### config.mk
export PLATFORM = sky130hd
export DESIGN_NAME = student_tlul_device_adapter
export DESIGN_NICKNAME = d
export VERILOG_FILES = /design/src/rtl/student_tlul_device_adapter.sv
export SDC_FILE = /design/constraint.sdc
export NUM_CORES = 1
export LEC_CHECK = 0
export ABC_AREA = 1
export CORE_ASPECT_RATIO = 0.9
export CORE_MARGIN = 4
export CORE_UTILIZATION = 36
export CTS_BUF_LIST = sky130_fd_sc_hd__clkbuf_16
export CTS_CLUSTER_DIAMETER = 50
export DETAILED_ROUTE_END_ITERATION = 16
export HOLD_SLACK_MARGIN = 0.08
export PLACE_DENSITY = 0.88
export SLEW_MARGIN = 10
export SYNTH_ARGS = -nofsm -noshare
export SYNTH_HDL_FRONTEND = slang
export SYNTH_SLANG_ARGS = --single-unit
### constraint.sdc
create_clock -name clk_i -period 1.8 [get_ports clk_i]
set_input_delay 0.36 -clock clk_i [delete_from_list [all_inputs] [get_ports clk_i]]
set_output_delay 0.36 -clock clk_i [all_outputs]
set_load 0.02 [all_outputs]
### src/rtl/student_tlul_device_adapter.sv
// TL-UL device-side responder: one outstanding request, converted into a single
// handshaked register-port access with malformed-request and stall-timeout error responses.

package tlul_pkg;
   localparam logic [2:0] OP_PUT_FULL    = 3'h0;
   localparam logic [2:0] OP_PUT_PARTIAL = 3'h1;
   localparam logic [2:0] OP_GET         = 3'h4;
   localparam logic [2:0] D_ACK          = 3'h0;
   localparam logic [2:0] D_ACK_DATA     = 3'h1;

   typedef struct packed {
      logic        a_valid;
      logic [2:0]  a_opcode;
      logic [2:0]  a_param;
      logic [1:0]  a_size;
      logic [7:0]  a_source;
      logic [31:0] a_address;
      logic [3:0]  a_mask;
      logic [31:0] a_data;
      logic        d_ready;
   } tl_h2d_t;

   typedef struct packed {
      logic        d_valid;
      logic [2:0]  d_opcode;
      logic [2:0]  d_param;
      logic [1:0]  d_size;
      logic [7:0]  d_source;
      logic [0:0]  d_sink;
      logic [31:0] d_data;
      logic [7:0]  d_user;
      logic        d_error;
      logic        a_ready;
   } tl_d2h_t;
endpackage

module student_tlul_device_adapter #(
   parameter int DATA_WIDTH = 32,
   parameter int ADDR_WIDTH = 8,
   parameter int TIMEOUT    = 16
) (
   input  logic                  clk_i,
   input  logic                  rst_ni,
   input  tlul_pkg::tl_h2d_t     tl_i,
   output tlul_pkg::tl_d2h_t     tl_o,
   output logic                  reg_req_o,
   output logic                  reg_we_o,
   output logic [ADDR_WIDTH-1:0] reg_addr_o,
   output logic [DATA_WIDTH-1:0] reg_wdata_o,
   output logic [3:0]            reg_be_o,
   input  logic [DATA_WIDTH-1:0] reg_rdata_i,
   input  logic                  reg_ack_i,
   input  logic                  reg_error_i
);
   import tlul_pkg::*;

   localparam int CW = $clog2(TIMEOUT + 1);
   localparam logic [CW-1:0] CNT_LAST = CW'(TIMEOUT - 1);
   localparam logic [CW-1:0] CNT_FULL = CW'(TIMEOUT);

   typedef enum logic [1:0] {IDLE, ACCESS, RESP} state_t;

   state_t                state, state_nxt;
   logic [2:0]            opcode;
   logic [1:0]            size;
   logic [7:0]            source;
   logic [ADDR_WIDTH-1:0] addr;
   logic [3:0]            mask;
   logic [DATA_WIDTH-1:0] wdata;
   logic [DATA_WIDTH-1:0] rdata;
   logic                  we;
   logic                  error;
   logic [CW-1:0]         cnt;

   logic is_get, is_put, legal, accept, timeout;
   logic unused_tl;

   assign unused_tl = ^{tl_i.a_param, tl_i.a_address[31:ADDR_WIDTH]};

   assign is_get = (tl_i.a_opcode == OP_GET);
   assign is_put = (tl_i.a_opcode == OP_PUT_FULL) || (tl_i.a_opcode == OP_PUT_PARTIAL);
   assign legal  = (is_get || is_put)
                && (tl_i.a_size <= 2'd2)
                && (tl_i.a_address[1:0] == 2'b00)
                && !((tl_i.a_opcode == OP_PUT_FULL) && (tl_i.a_mask != 4'hF));

   always_ff @(posedge clk_i) begin
      if (!rst_ni) state <= IDLE;
      else         state <= state_nxt;
   end

   always_comb begin
      state_nxt = state;
      accept    = 1'b0;
      timeout   = 1'b0;
      case (state)
         IDLE: begin
            if (tl_i.a_valid) begin
               accept    = 1'b1;
               state_nxt = legal ? ACCESS : RESP;
            end
         end
         ACCESS: begin
            // ack takes priority over expiry in the same cycle
            if (reg_ack_i) begin
               state_nxt = RESP;
            end else if (cnt == CNT_LAST) begin
               timeout   = 1'b1;
               state_nxt = RESP;
            end
         end
         RESP: begin
            if (tl_i.d_ready) state_nxt = IDLE;
         end
         default: state_nxt = IDLE;
      endcase
   end

   always_ff @(posedge clk_i) begin
      if (!rst_ni) begin
         opcode <= '0;
         size   <= '0;
         source <= '0;
         addr   <= '0;
         mask   <= '0;
         wdata  <= '0;
         rdata  <= '0;
         we     <= 1'b0;
         error  <= 1'b0;
         cnt    <= '0;
      end else if (accept) begin
         opcode <= tl_i.a_opcode;
         size   <= tl_i.a_size;
         source <= tl_i.a_source;
         addr   <= tl_i.a_address[ADDR_WIDTH-1:0];
         mask   <= tl_i.a_mask;
         wdata  <= tl_i.a_data[DATA_WIDTH-1:0];
         we     <= is_put;
         rdata  <= '0;
         error  <= !legal;
         cnt    <= '0;
      end else if (state == ACCESS) begin
         if (reg_ack_i) begin
            rdata <= (opcode == OP_GET) ? reg_rdata_i : '0;
            error <= reg_error_i;
         end else begin
            if (cnt != CNT_FULL) cnt <= cnt + 1'b1;
            if (timeout) begin
               rdata <= '0;
               error <= 1'b1;
            end
         end
      end
   end

   assign reg_req_o   = (state == ACCESS);
   assign reg_we_o    = we;
   assign reg_addr_o  = addr;
   assign reg_wdata_o = wdata;
   assign reg_be_o    = mask;

   always_comb begin
      tl_o          = '0;
      tl_o.a_ready  = (state == IDLE);
      tl_o.d_valid  = (state == RESP);
      tl_o.d_opcode = (opcode == OP_GET) ? D_ACK_DATA : D_ACK;
      tl_o.d_size   = size;
      tl_o.d_source = source;
      tl_o.d_data   = 32'(rdata);
      tl_o.d_error  = error;
   end

endmodule

==> impl_results.rst, run 1 <==
.. list-table::
   :header-rows: 1

   * - Metric
     - Value
   * - Vias in the first global route
     - 3386
   * - Die height
     - 102.5 um
   * - Final count of hold timing violations
     - 0
   * - Post-synth top area cell
     - sky130_fd_sc_hd__dfxtp_1
   * - Leading register cell type out of synthesis
     - sky130_fd_sc_hd__dfxtp_1
   * - Total number of vias
     - ~3300
   * - Hold Slack
     - 461.9 ps
   * - Total Routing Usage GR
     - between 10% and 20%
   * - Count of yosys warnings during synthesis
     - 0
   * - Average cell area after synthesis
     - ~9 um2
   * - Beginning of the worst register-to-register path
     - cnt[0]
   * - Share of the synthesized area in compound gates (AO/OA/AOI/OAI)
     - just under 20%
   * - Die outline width
     - between 100 and 150 um
   * - Max rail drop VDD
     - approximately 0.00060 V
   * - Setup crit start
     - reg_wdata_o[25]
   * - Maximum number of pins on one net before global-route repair
     - 60
   * - Aggregate routed wire length
     - approximately 10 mm
   * - H-tree level count
     - 3
   * - Adder-cell share of the synthesized area
     - under 10%
   * - GP Congestion
     - 0.8283
   * - Fmax
     - 0.5898 GHz
   * - Post-synthesis register bit count
     - 98
   * - Largest fanout of any net on the critical path
     - 2
   * - Clock Root Buffer
     - sky130_fd_sc_hd__clkbuf_16
   * - Maximum cell stage delay along the critical path
     - approximately 640 ps
   * - Floorplan core area
     - around 9700 um2
   * - Final-stage net count
     - a little under 700
   * - Clock Skew
     - approximately 6.3 ps
   * - Area fraction of the dominant cell type after synthesis
     - a little over half
   * - Unrepaired setup endpoints after global routing
     - no
   * - Fill cells
     - slightly below 800
   * - CP Class
     - reg -> out
   * - Number of flops mapped to enable cells by yosys
     - 0
   * - Critical path's top delay family
     - buffers and inverters
   * - Estimated wirelength of the detail-placed design
     - between 7 and 8 mm
   * - Synth Area in Simple Gates
     - 13.70%
   * - Share of async-settable or async-resettable flops after synthesis
     - 0%
   * - Initial detailed-routing violation count
     - ~240
   * - Post-DR vias/cell
     - between 4 and 5
   * - MaxCap Viol Count
     - 0
   * - Max-slew violation count
     - 0
   * - Remaining global-route overflow
     - 0
   * - Endpoint type of the worst setup path
     - output port
   * - Power per cell area
     - 954.1 nW/um2
   * - Final Cycle Share
     - a little over nine tenths
   * - Outcome
     - completed
   * - Avg WL per Cell
     - around 15 um
   * - Number of nets with antenna violations after routing
     - 0
   * - Fraction of final layout cells with drive strength greater than 1
     - approximately 4.9%
   * - Wire length of the first global-routing pass
     - ~16 mm
   * - Most frequent cells after synthesis
     - sky130_fd_sc_hd__dfxtp_1, sky130_fd_sc_hd__nand2_1, sky130_fd_sc_hd__a22o_1, sky130_fd_sc_hd__a21oi_1, sky130_fd_sc_hd__inv_1
   * - Critical-path cell list
     - clkdlybuf4s50_1
   * - Largest family of logic cells by synthesized area
     - compound AO/OA/AOI/OAI gates
   * - WP data arrival
     - 1340 ps
   * - Clk sink count
     - a little under 100
   * - Cell with the largest stage delay on the worst path
     - sky130_fd_sc_hd__clkdlybuf4s50_1
   * - Core Rows
     - 34
   * - Number of distinct library cells after synthesis
     - 24
   * - Data required time at the worst endpoint
     - 1440 ps
   * - Hold path startpoint
     - reg_we_o
   * - Final count of negative-setup-slack endpoints
     - 0
   * - Buffers on Ports
     - 186
   * - Die Area
     - roughly 12000 um2
   * - Clock buffers created by TritonCTS
     - 9
   * - Leak pwr
     - 0.002262 uW
   * - Final setup TNS
     - 0 ps
   * - First-pass detailed-route iteration total
     - 4
   * - Number of remaining DRC errors
     - 0
   * - Maximum clock path buffer count
     - 2
   * - Cell with the most instances after synthesis
     - sky130_fd_sc_hd__dfxtp_1
   * - Share of cell area taken by muxes after synthesis
     - 0%
   * - Inserted Diodes
     - 0
   * - Parity-gate share of the synthesized area counting xor and xnor cells
     - less than 1%
   * - Number of buffers and inverters on the critical path
     - 1
   * - Initial cell density of the core
     - around 37%
   * - Post-synth design cell area
     - about 3600 um2
   * - Quantity of hold-fixing buffers added after cts
     - 0
   * - Number of instances in the synthesized netlist
     - around 390
   * - Fraction of the yosys area taken by sequential cells
     - between 50% and 60%
   * - TritonCTS clock tree
     - yes
   * - Element type at the critical path start
     - flop
   * - Initial antenna violation count
     - 0
   * - Top area cells in the synthesized netlist
     - sky130_fd_sc_hd__dfxtp_1, sky130_fd_sc_hd__a22o_1, sky130_fd_sc_hd__nand2_1, sky130_fd_sc_hd__a21oi_1, sky130_fd_sc_hd__buf_4
   * - Class of the worst hold path
     - reg -> reg
   * - Clock transition at path regs
     - about 70 ps
   * - Latest clock arrival within the worst-skew pair
     - around 330 ps
   * - Flop-to-flop setup slack
     - 230 ps
   * - Minimum clock period
     - between 1500 and 2000 ps
   * - I/O pin count
     - between 200 and 250
   * - Area overhead of the layout relative to synthesis
     - 62.65%
[registers in the layout, summed over array words and instances (netlist names)]
name / count
cnt: 5
error: 1
opcode: 3
rdata: 32
reg_addr_o: 8
reg_be_o: 4
reg_wdata_o: 32
reg_we_o: 1
size: 2
source: 8
state: 2
[power breakdown]
part	total [uW]	switching [uW]	internal [uW]	leakage (uW)
registers	2410	90.6	2320	0.000799
clock network	1980	782	1200	0.000150
logic	1150	566	581	0.00131
[layer usage]
layer | up-vias | routed length (um) | global-route usage, %
li1 | 1618 | - | -
met1 | 1502 | 4093 | 18.51
met2 | 166 | 4722 | 28.23
met3 | 19 | 1152 | 7.874
met4 | 0 | 226 | 7.116
met5 | - | 0 | 0
[repair_timing]
item,4_1_cts,5_1_grt
setup endpoints to repair,4,0
resized for setup,4,0
setup buffers,0,0
[per-stage QoR]
| stage | instance area, um2 | total power (uW) | std cells | worst slack [ps] | utilization [%] |
|---|---|---|---|---|---|
| 3_3_place_gp | 5504 | 3585 | 682 | 121.8 | 57.00 |
| 2_1_floorplan | 3620 | 3027 | 399 | 412.0 | - |
| 5_1_grt | 5808 | 5779 | 697 | 18.87 | 60.15 |
| 6_report | 5808 | 5542 | 697 | 104.5 | 60.15 |
| 4_1_cts | 5808 | 5615 | 697 | 74.97 | 60.15 |
| 3_5_place_dp | 5504 | 3617 | 682 | 78.23 | 57.00 |
[area by class of cell]
class / count / area [um2] / share of cell area [%]
clock inverter: 6 / 83.83 / 1.443
sequential: 98 / 1962 / 33.78
tap: 126 / 157.7 / 2.714
multi-input combinational: 239 / 1306 / 22.49
timing repair buffer: 194 / 1979 / 34.08
inverter: 25 / 93.84 / 1.616
clock buffer: 9 / 225.2 / 3.878
[worst paths after layout]
check / cells after the start / endpoint
max: 1 / reg_wdata_o[25]
min: 2 / reg_we_o
max reg2reg: 8 / rdata[17]
min reg2reg: 2 / reg_we_o
[cells in the final DEF (no fill, tap or decap), types with 2 or more instances in the layout]
cell and n:
sky130_fd_sc_hd__xor2_1 2, sky130_fd_sc_hd__conb_1 14, sky130_fd_sc_hd__dfxtp_1 98, sky130_fd_sc_hd__dlygate4sd2_1 4
sky130_fd_sc_hd__o22ai_1 2, sky130_fd_sc_hd__bufinv_16 2, sky130_fd_sc_hd__a21oi_1 37, sky130_fd_sc_hd__o21ai_0 2
sky130_fd_sc_hd__buf_12 5, sky130_fd_sc_hd__buf_4 3, sky130_fd_sc_hd__clkdlybuf4s50_1 182, sky130_fd_sc_hd__inv_1 25
sky130_fd_sc_hd__o21ai_1 3, sky130_fd_sc_hd__nor2_4 2, sky130_fd_sc_hd__nand3_1 5, sky130_fd_sc_hd__nand2_2 2
sky130_fd_sc_hd__nand2_1 96, sky130_fd_sc_hd__ha_1 3, sky130_fd_sc_hd__nor2_1 14, sky130_fd_sc_hd__clkbuf_16 9
sky130_fd_sc_hd__a22o_1 54
[kinds of logic after synthesis]
logic type      Yosys count
simple gates            121
compound gates           99
flops                    98
buf+inv                  62
fa+ha+maj                 3
xor+xnor                  2
other cells               1
Power figures use the tool's default switching activity.
==> inputs of run 2 (changes only) <==
--- a/config.mk
+++ b/config.mk
@@ -13,7 +13,7 @@
 export CTS_CLUSTER_DIAMETER = 50
 export DETAILED_ROUTE_END_ITERATION = 16
 export HOLD_SLACK_MARGIN = 0.08
-export PLACE_DENSITY = 0.88
+export PLACE_DENSITY = 0.9
 export SLEW_MARGIN = 10
 export SYNTH_ARGS = -nofsm -noshare
 export SYNTH_HDL_FRONTEND = slang
==> run 2 against run 1 <==
Effect of this change: power is 2.0% lower; setup slack worse by 5.4 ps; highest routed layer unchanged; global-route usage is 0.28 points higher; routed wire length is 1.3% higher; non-clock buffer count stayed put; fmax is 0.32% lower; sequential share of layout area is 0.088 points higher; via count is 0.18% lower.
==> impl_results.rst, run 2 (synthesized netlist as in run 1, its figures left out) <==
.. list-table::
   :header-rows: 1

   * - Metric
     - Value
   * - Outcome
     - completed
   * - First-pass detailed-route iteration total
     - 4
   * - WP data arrival
     - around 1300 ps
   * - Post-Place Setup Slack
     - a little under 70 ps
   * - Buffers on Ports
     - approximately 190
   * - Final count of negative-setup-slack endpoints
     - 0
   * - Wire length of the first global-routing pass
     - between 15 and 20 mm
   * - Leading cell type in the layout, fill and taps excluded
     - sky130_fd_sc_hd__clkdlybuf4s50_1
   * - Power per cell area
     - roughly 940 nW/um2
   * - Max-slew violation count
     - 0
   * - H-tree level count
     - 3
   * - Die height
     - between 100 and 150 um
   * - Initial antenna violation count
     - 0
   * - Number of remaining DRC errors
     - 0
   * - Area overhead of the layout relative to synthesis
     - 62.23%
   * - Final count of hold timing violations
     - 0
   * - Minimum clock period
     - 1701 ps
   * - Maximum number of pins on one net before global-route repair
     - 60
   * - Cell with the largest stage delay on the worst path
     - sky130_fd_sc_hd__dfxtp_1
   * - Clock transition at path regs
     - about 70 ps
   * - Core Rows
     - 34
   * - I/O pin count
     - approximately 230
   * - Endpoint type of the worst setup path
     - output port
   * - Initial detailed-routing violation count
     - 289
   * - Vias in the first global route
     - ~3400
   * - Total number of vias
     - 3299
   * - Floorplan core area
     - 9657 um2
   * - Standard cell area after detailed placement
     - approximately 5500 um2
   * - Number of nets with antenna violations after routing
     - 0
   * - Clk sink count
     - 98
   * - GP Congestion
     - 0.8462
   * - Estimated wirelength of the detail-placed design
     - about 7.7 mm
   * - Unrepaired setup endpoints after global routing
     - no
   * - TritonCTS clock tree
     - yes
   * - Clock buffers created by TritonCTS
     - 9
   * - Post-layout instance area
     - ~5800 um2
   * - Critical-path cell list
     - nand2_2 > inv_1 > dlygate4sd2_1
   * - Beginning of the worst register-to-register path
     - cnt[1]
   * - Hold path startpoint
     - reg_we_o
   * - Fmax
     - between 0.5 and 0.6 GHz
   * - Latest clock arrival within the worst-skew pair
     - 330 ps
   * - Avg WL per Cell
     - between 10 and 15 um
   * - Initial cell density of the core
     - 36.98%
   * - Post-DR vias/cell
     - 4.726
   * - Die Area
     - 11580 um2
   * - Quantity of hold-fixing buffers added after cts
     - 0
   * - Final Cycle Share
     - between 90% and 100%
   * - Final-stage net count
     - 692
   * - Critical path's top delay family
     - buffers and inverters
   * - Die outline width
     - between 100 and 150 um
   * - Fraction of final layout cells with drive strength greater than 1
     - under 10%
   * - Hold Slack
     - ~460 ps
   * - Setup crit start
     - state[0]
   * - Leak pwr
     - 0.002259 uW
   * - Data required time at the worst endpoint
     - ~1400 ps
   * - Maximum cell stage delay along the critical path
     - roughly 440 ps
   * - Largest fanout of any net on the critical path
     - 4
   * - CP Class
     - reg -> out
   * - Inserted Diodes
     - 0
   * - Number of buffers and inverters on the critical path
     - 2
   * - End-of-flow core utilization
     - around three fifths
   * - Class of the worst hold path
     - reg -> reg
   * - Commonest non-fill, non-tap cells in the layout
     - sky130_fd_sc_hd__clkdlybuf4s50_1, sky130_fd_sc_hd__dfxtp_1, sky130_fd_sc_hd__nand2_1
   * - Max rail drop VDD
     - approximately 0.00053 V
   * - Aggregate routed wire length
     - 10.33 mm
   * - Clock Root Buffer
     - sky130_fd_sc_hd__clkbuf_16
   * - Clock Skew
     - slightly below 7 ps
   * - Worst path setup slack after routing
     - 99.14 ps
   * - Element type at the critical path start
     - flop
   * - Final setup TNS
     - 0 ps
   * - MaxCap Viol Count
     - 0
   * - Maximum clock path buffer count
     - 2
   * - Total Routing Usage GR
     - between 15 and 20%
   * - Remaining global-route overflow
     - 0
## run 2: cell types whose count changed in the layout (fill, tap and decap cells not counted), sizes merged
cell / delta
bufinv: -1
inv: +2
## run 2: path summary, 6_finish.rpt
kind,endpoint,cells past startpoint,slack [ps]
worst min-delay path,reg_we_o,2,460
worst min register to register,reg_we_o,2,460
worst max-delay path,reg_req_o,3,100
worst max register to register,rdata[29],8,210
## run 2: layer usage
| metal | up-vias | GRT usage [%] | routed length, um |
|---|---|---|---|
| met5 | - | 0 | 0 |
| met4 | 0 | 6.007 | 129 |
| met3 | 11 | 7.934 | 1137 |
| met2 | 153 | 29.87 | 4929 |
| met1 | 1515 | 18.42 | 4132 |
| li1 | 1620 | - | - |
## run 2: power by group
part / leakage, uW / switching, uW / internal, uW
clock network: 0.000147 / 793 / 1080
registers: 0.000799 / 90.2 / 2320
logic: 0.00131 / 571 / 582
total: 0.00226 / 1450 / 3980
## run 2: worst min-delay path: stages, from the launching register on
cell,delay [ps]
sky130_fd_sc_hd__dfxtp_1,310
sky130_fd_sc_hd__nand2_1,60
sky130_fd_sc_hd__nand2_1,50
## run 2: final cells by class
type / instances / area, um2
Multi-Input combinational cell: 239 / 1306
Fill cell: 769 / 3864
Inverter: 25 / 93.84
Clock buffer: 9 / 225.2
Tap cell: 126 / 157.7
Sequential cell: 98 / 1962
Timing Repair Buffer: 194 / 1979
Clock inverter: 7 / 68.82
## run 2: stage by stage
step                      power [uW]  std cells
final                           5433        698
after global routing            5670        698
after CTS                       5499        698
after detailed placement        3621        682
after global placement          3586        682
after floorplan                 3027        399
## run 2: repair_timing
item | in CTS | in global routing
endpoints found under the setup margin | 4 | 0
resized for setup | 4 | 0
setup buffers | 0 | 0
==> variant 1, RTL diff (flow settings as in run 1) <==
Encoding of `state_t`: now one-hot (3 bits for 3 states).
--- a/src/rtl/student_tlul_device_adapter.sv
+++ b/src/rtl/student_tlul_device_adapter.sv
@@ -59,5 +59,5 @@
    localparam logic [CW-1:0] CNT_FULL = CW'(TIMEOUT);
 
-   typedef enum logic [1:0] {IDLE, ACCESS, RESP} state_t;
+   typedef enum logic [2:0] {IDLE = 3'b001, ACCESS = 3'b010, RESP = 3'b100} state_t;
 
    state_t                state, state_nxt;
Check against the original RTL: no difference found for any inputs over 10 cycles, from zero or initial values and one cycle with rst_ni low; not proved beyond that.
==> variant 1 against run 1 <==
Wire length grew 15%. Setup slack lost 0.021 ns. Clock skew is essentially flat. Non-clock buffer count grew 7. Synthesized area grew 8.3%. Total power shrank 7.8%. Highest routed layer unchanged. Die area grew 7.7%. Sequential cell count grew 1. Sequential share of layout area shrank 1.7 points. Final area grew 6.4%.
==> variant 1: results (changes against run 1) <==
- The maximum clock skew at final layout is 0.00640 ns (+0.0000604 ns).
- The final net count is 809 (+17%).
- The worst vdd rail ir drop came to 772 µV (+29%).
- The mean number of vias per cell is 4.84 (+2.1%).
- The proportion of layout cells with a drive suffix above 1 is 6.84% (+1.9 points).
- The instance area after placement is 5810 µm² (+5.5%).
- The average wire length per cell after detail routing is 14.3 µm (-2.1%).
- The count of different cell masters after synthesis is 22 (-8.3%).
- The class of the tightest hold or removal check is register to register.
- The final weighted congestion of routability-driven global placement is 0.770 (-7.1%).
- The number of maximum-capacitance constraint violations was 0 (unchanged).
- The run finished with clean final reports.
- The global router's overall resource usage was 17.9% (+1.1 points).
- The sequential element share of the synthesized area is 51.2% (-3.7 points).
- The peak fanout along the critical path is 11 (+9).
- The number of global-route vias before repair is 3,836 (+13%).
- The starting DRC count in detailed routing was 169 (-30%).
- The maximum count of clock buffers along a single path is 2 (unchanged).
- The number of optimization iterations in the first detailed-route pass was 4 (unchanged).
- The total negative setup slack is 0 ns (unchanged).
- The wire length of the first global-routing pass is 17,900 µm (+15%).
- The critical path arrival is 1.98 ns (+0.64 ns).
- In the synthesized netlist, the cells that appear most often are nand2_1 (135), dfxtp_1 (99), a21oi_1 (96).
- The final HPWL from detailed placement is 8630 µm (+15%).
- The pin count of the biggest net entering global routing was 55 (-8.3%).
- The slowest stage of the critical path is the dfxtp_2 cell.
- The maximum single-stage delay on the critical path is 0.35 ns (-0.29 ns).
- The pre-CTS setup slack is -0.0426 ns (-0.121 ns).
- The number of antenna violations at the first check in global routing is 0 (unchanged).
- In the post-synthesis netlist, the biggest area contributors are dfxtp_1 (51%), nand2_1 (13%), a21oi_1 (12%).
- The total leakage power is 2.43 nW (+7.5%).
- The fraction of registers with async set or reset after synthesis came to 0% (unchanged).
==> variant 1: changes by cell type after synthesis, moves of 4 or more <==
cell             run 1  this run
inv_1               24        20
clkbuf_1             2        12
a22o_1              54         0
nand2_1             96       135
a21oi_1             37        96
nand3_1              5        10
nor2_1              14        44
o21ai_0              2        38
buf_4               22        15
==> variant 1: power breakdown <==
group          switching, mW  internal, mW
sequential            0.0567          2.30
clock                  0.747          1.05
combinational          0.486         0.475
==> variant 1: cell families after synthesis <==
family,count (synthesis),share of synthesized area (%)
AND/OR/NAND/NOR,194,20.0
XOR/XNOR,1,0.227
flip-flops,99,51.2
buffers and inverters,69,9.51
adder cells (fa/ha/maj),3,0.971
other,1,0.0970
AO/OA/AOI/OAI,136,17.9
==> variant 1: metrics by stage <==
stage	total power, mW	hold slack, ns	utilization, %	instances
floorplan	2.89	0.428	-	516
global placement	3.35	0.441	56.0	797
detailed placement	3.37	0.452	56.0	797
CTS	5.17	0.459	58.6	811
global route	5.35	0.480	59.6	816
finish	5.11	0.452	59.6	816
==> variant 1: worst paths after layout <==
path                             to  depth (start not counted)  slack [ns]                   from
min reg2reg   reg_we_o$_SDFFE_PN0P_                          2        0.45  reg_we_o$_SDFFE_PN0P_
max          rdata[23]$_SDFFE_PP0P_                         10        0.08    cnt[1]$_SDFFE_PP0P_
max reg2reg  rdata[23]$_SDFFE_PP0P_                         10        0.08    cnt[1]$_SDFFE_PP0P_
min           reg_we_o$_SDFFE_PN0P_                          2        0.45  reg_we_o$_SDFFE_PN0P_
==> variant 1: critical path, delay by kind of cell (launching register included) <==
family / cells / cell delay, ns
and+or+nand+nor: 3 / 0.30
buffers and inverters: 3 / 0.37
AOI/OAI and AO/OA: 2 / 0.24
DFF: 1 / 0.35
adders and majority gates: 2 / 0.39
==> variant 1: timing repair <==
action                                  in CTS  in global routing
buffers inserted                             0                  3
endpoints found under the setup margin      36                 35
gates cloned                                 0                  2
resized for setup                            6                 20
pin swaps                                    0                  2
==> variant 1: final cells by class <==
| type | instances | area [µm²] |
|---|---|---|
| timing repair inverter | 1 | 8.76 |
| clock inverter | 5 | 47.5 |
| sequential | 99 | 1980 |
| inverter | 24 | 103 |
| fill | 870 | 4200 |
| tap | 129 | 161 |
| timing repair buffer | 201 | 2070 |
| multi-input combinational | 348 | 1590 |
| clock buffer | 9 | 225 |
==> variant 1: layer usage <==
metal / track usage [%] / share of wire, % / wire length [µm]
met5: 0 / 0 / 0
met4: 6.47 / 2.4 / 285
met3: 5.52 / 6.7 / 778
met2: 32.6 / 53 / 6150
met1: 19.0 / 38 / 4470
==> variant 2, RTL diff (settings of run 1) <==
Without the edit above. The parameter `ADDR_WIDTH` goes from 8 to 10.
--- a/src/rtl/student_tlul_device_adapter.sv
+++ b/src/rtl/student_tlul_device_adapter.sv
@@ -37,5 +37,5 @@
 module student_tlul_device_adapter #(
    parameter int DATA_WIDTH = 32,
-   parameter int ADDR_WIDTH = 8,
+   parameter int ADDR_WIDTH = 10,
    parameter int TIMEOUT    = 16
 ) (
Interface: changed (resized reg_addr_o); port bits go from 228 to 230. No check against the original RTL was run, so the function may have changed too.
==> variant 2 against run 1 <==
Maximum frequency up 1.8%. Sequential cell count grew 2. Final area up 4.8%. Synthesized area up 7.6%. Wire length rose by 8.6%. Total power fell by 6.0%. Critical path depth up 2. Die area up 7.0%. Clock power shrank 6%. Setup slack better by 0.031 ns. Critical endpoint is now reg_req_o. Largest cell class unchanged. Largest power group unchanged.
==> variant 2: results (changes against run 1) <==
- The run finished with clean final reports.
- The global router's overall resource usage is 17.2% (+0.41 points).
- The total leakage power is 2.36 nW (+4.3%).
- The maximum clock frequency is 601 MHz (+1.8%).
- The worst hold path belongs to the class register to register.
- The wire length on met2 is 5900 µm (+25%).
- The instance area after placement was 5800 µm² (+5.4%).
- The dominant synthesized flop cell is dfxtp_1.
- The worst-path cell with the longest stage delay is dfxtp_1.
- The fraction of met2 tracks used by global routing is 31.5% (+3.2 points).
- The fraction of power spent switching nets is 25.5% (-0.47 points).
- The number of buffers added on ports was 190 (+2.2%).
- The sequential element share of the synthesized area is 52.1% (-2.8 points).
- Ranked by total cell area, the synthesized netlist is headed by dfxtp_1 (52%), nor2_1 (13%), nand2_1 (8.5%).
- The final weighted congestion of routability-driven global placement is 0.739 (-11%).
- The maximum clock skew at final layout is 0.00843 ns (+0.00210 ns).
- The count of fill cells added during filler insertion was 936 (+20%).
- The met3 wirelength from detailed routing is 653 µm (-43%).
- The number of global-route vias before repair is 3,663 (+8.2%).
- The starting DRC count in detailed routing is 171 (-29%).
- The pin count of the biggest net entering global routing came to 45 (-25%).
- The number of optimization iterations in the first detailed-route pass came to 5 (+1).
- The final net count is 802 (+16%).
- The critical path arrival is 1.30 ns (-0.04 ns).
- The met1 routing resource usage after global routing was 18.6% (+0.093 points).
- The fraction of the mapped netlist area in compound gates was 13.9% (-5.8 points).
- The detailed-route wire length on metal 1 is 4230 µm (+3.3%).
- The peak fanout along the critical path is 5 (+3).
- The wire length after detailed routing is 11,100 µm (+8.6%).
- The pre-CTS setup slack is 0.0261 ns (-0.0521 ns).
- The worst-case register-to-register setup slack came to 0.18 ns (-0.05 ns).
- The count of different cell masters after synthesis is 28 (+17%).
- The final HPWL from detailed placement is 8530 µm (+14%).
- By count the netlist is led by nor2_1 (130), dfxtp_1 (100), nand2_1 (87).
- The mean number of vias per cell is 4.63 (-2.3%).
- The fraction of met3 tracks used by global routing is 4.33% (-3.5 points).
- The worst vdd rail ir drop came to 434 µV (-28%).
- The post-synthesis xor/xnor area fraction was 0.228% (-0.26 points).
- The clock buffer count from CTS is 9 (unchanged).
- In this run the top signal layer used is met4.
- The adder-cell share of the synthesized area is 0.977% (-0.074 points).
- The proportion of layout cells with a drive suffix above 1 came to 5.57% (+0.67 points).
- The maximum single-stage delay on the critical path was 0.42 ns (-0.22 ns).
- The wire length of the first global-routing pass is 17,200 µm (+11%).
variant 2: kinds of logic after synthesis:
| family | after synthesis |
|---|---|
| fa+ha+maj | 3 |
| flops | 100 |
| xor+xnor | 1 |
| simple gates | 231 |
| compound gates | 101 |
| buf+inv | 58 |
| other cells | 1 |
variant 2: final timing paths:
path                                            start                      to  cells past startpoint
worst max-delay path            state[0]$_SDFFE_PN0P_               reg_req_o                      3
worst min-delay path            rdata[4]$_SDFFE_PP0P_   rdata[4]$_SDFFE_PP0P_                      2
worst max register to register    cnt[0]$_SDFFE_PP0P_  rdata[26]$_SDFFE_PP0P_                      8
worst min register to register  rdata[4]$_SDFFE_PP0P_   rdata[4]$_SDFFE_PP0P_                      2
variant 2: cell type report:
| class | instances | share of cell area [%] |
|---|---|---|
| clock inverters | 7 | 1.11 |
| inverters | 16 | 1.03 |
| multi-input cells | 350 | 25.4 |
| repair buffers | 200 | 33.2 |
| clock buffers | 9 | 3.70 |
| flip-flops and latches | 100 | 32.9 |
| well taps | 129 | 2.65 |
variant 2: power groups by stage:
| stage | Clock [mW] | Sequential (mW) | Combinational, mW |
|---|---|---|---|
| final | 1.87 | 2.40 | 0.946 |
| after detailed placement | 0 | 2.45 | 0.952 |
| after floorplan | 0 | 2.58 | 0.327 |
| after global placement | 0 | 2.44 | 0.934 |
| after CTS | 1.92 | 2.40 | 0.953 |
| after global routing | 2.01 | 2.41 | 1.02 |
variant 2: timing repair:
item,4_1_cts,5_1_grt
hold buffers,0,0
gates resized for setup,4,0
setup endpoints to repair,4,0
buffers inserted,0,0
variant 2: metrics by stage:
step	instances	hold slack [ns]	util, %
floorplan	508	0.456	-
global placement	795	0.446	56.1
detailed placement	795	0.454	56.1
CTS	811	0.468	58.9
global route	811	0.481	58.9
finish	811	0.465	58.9
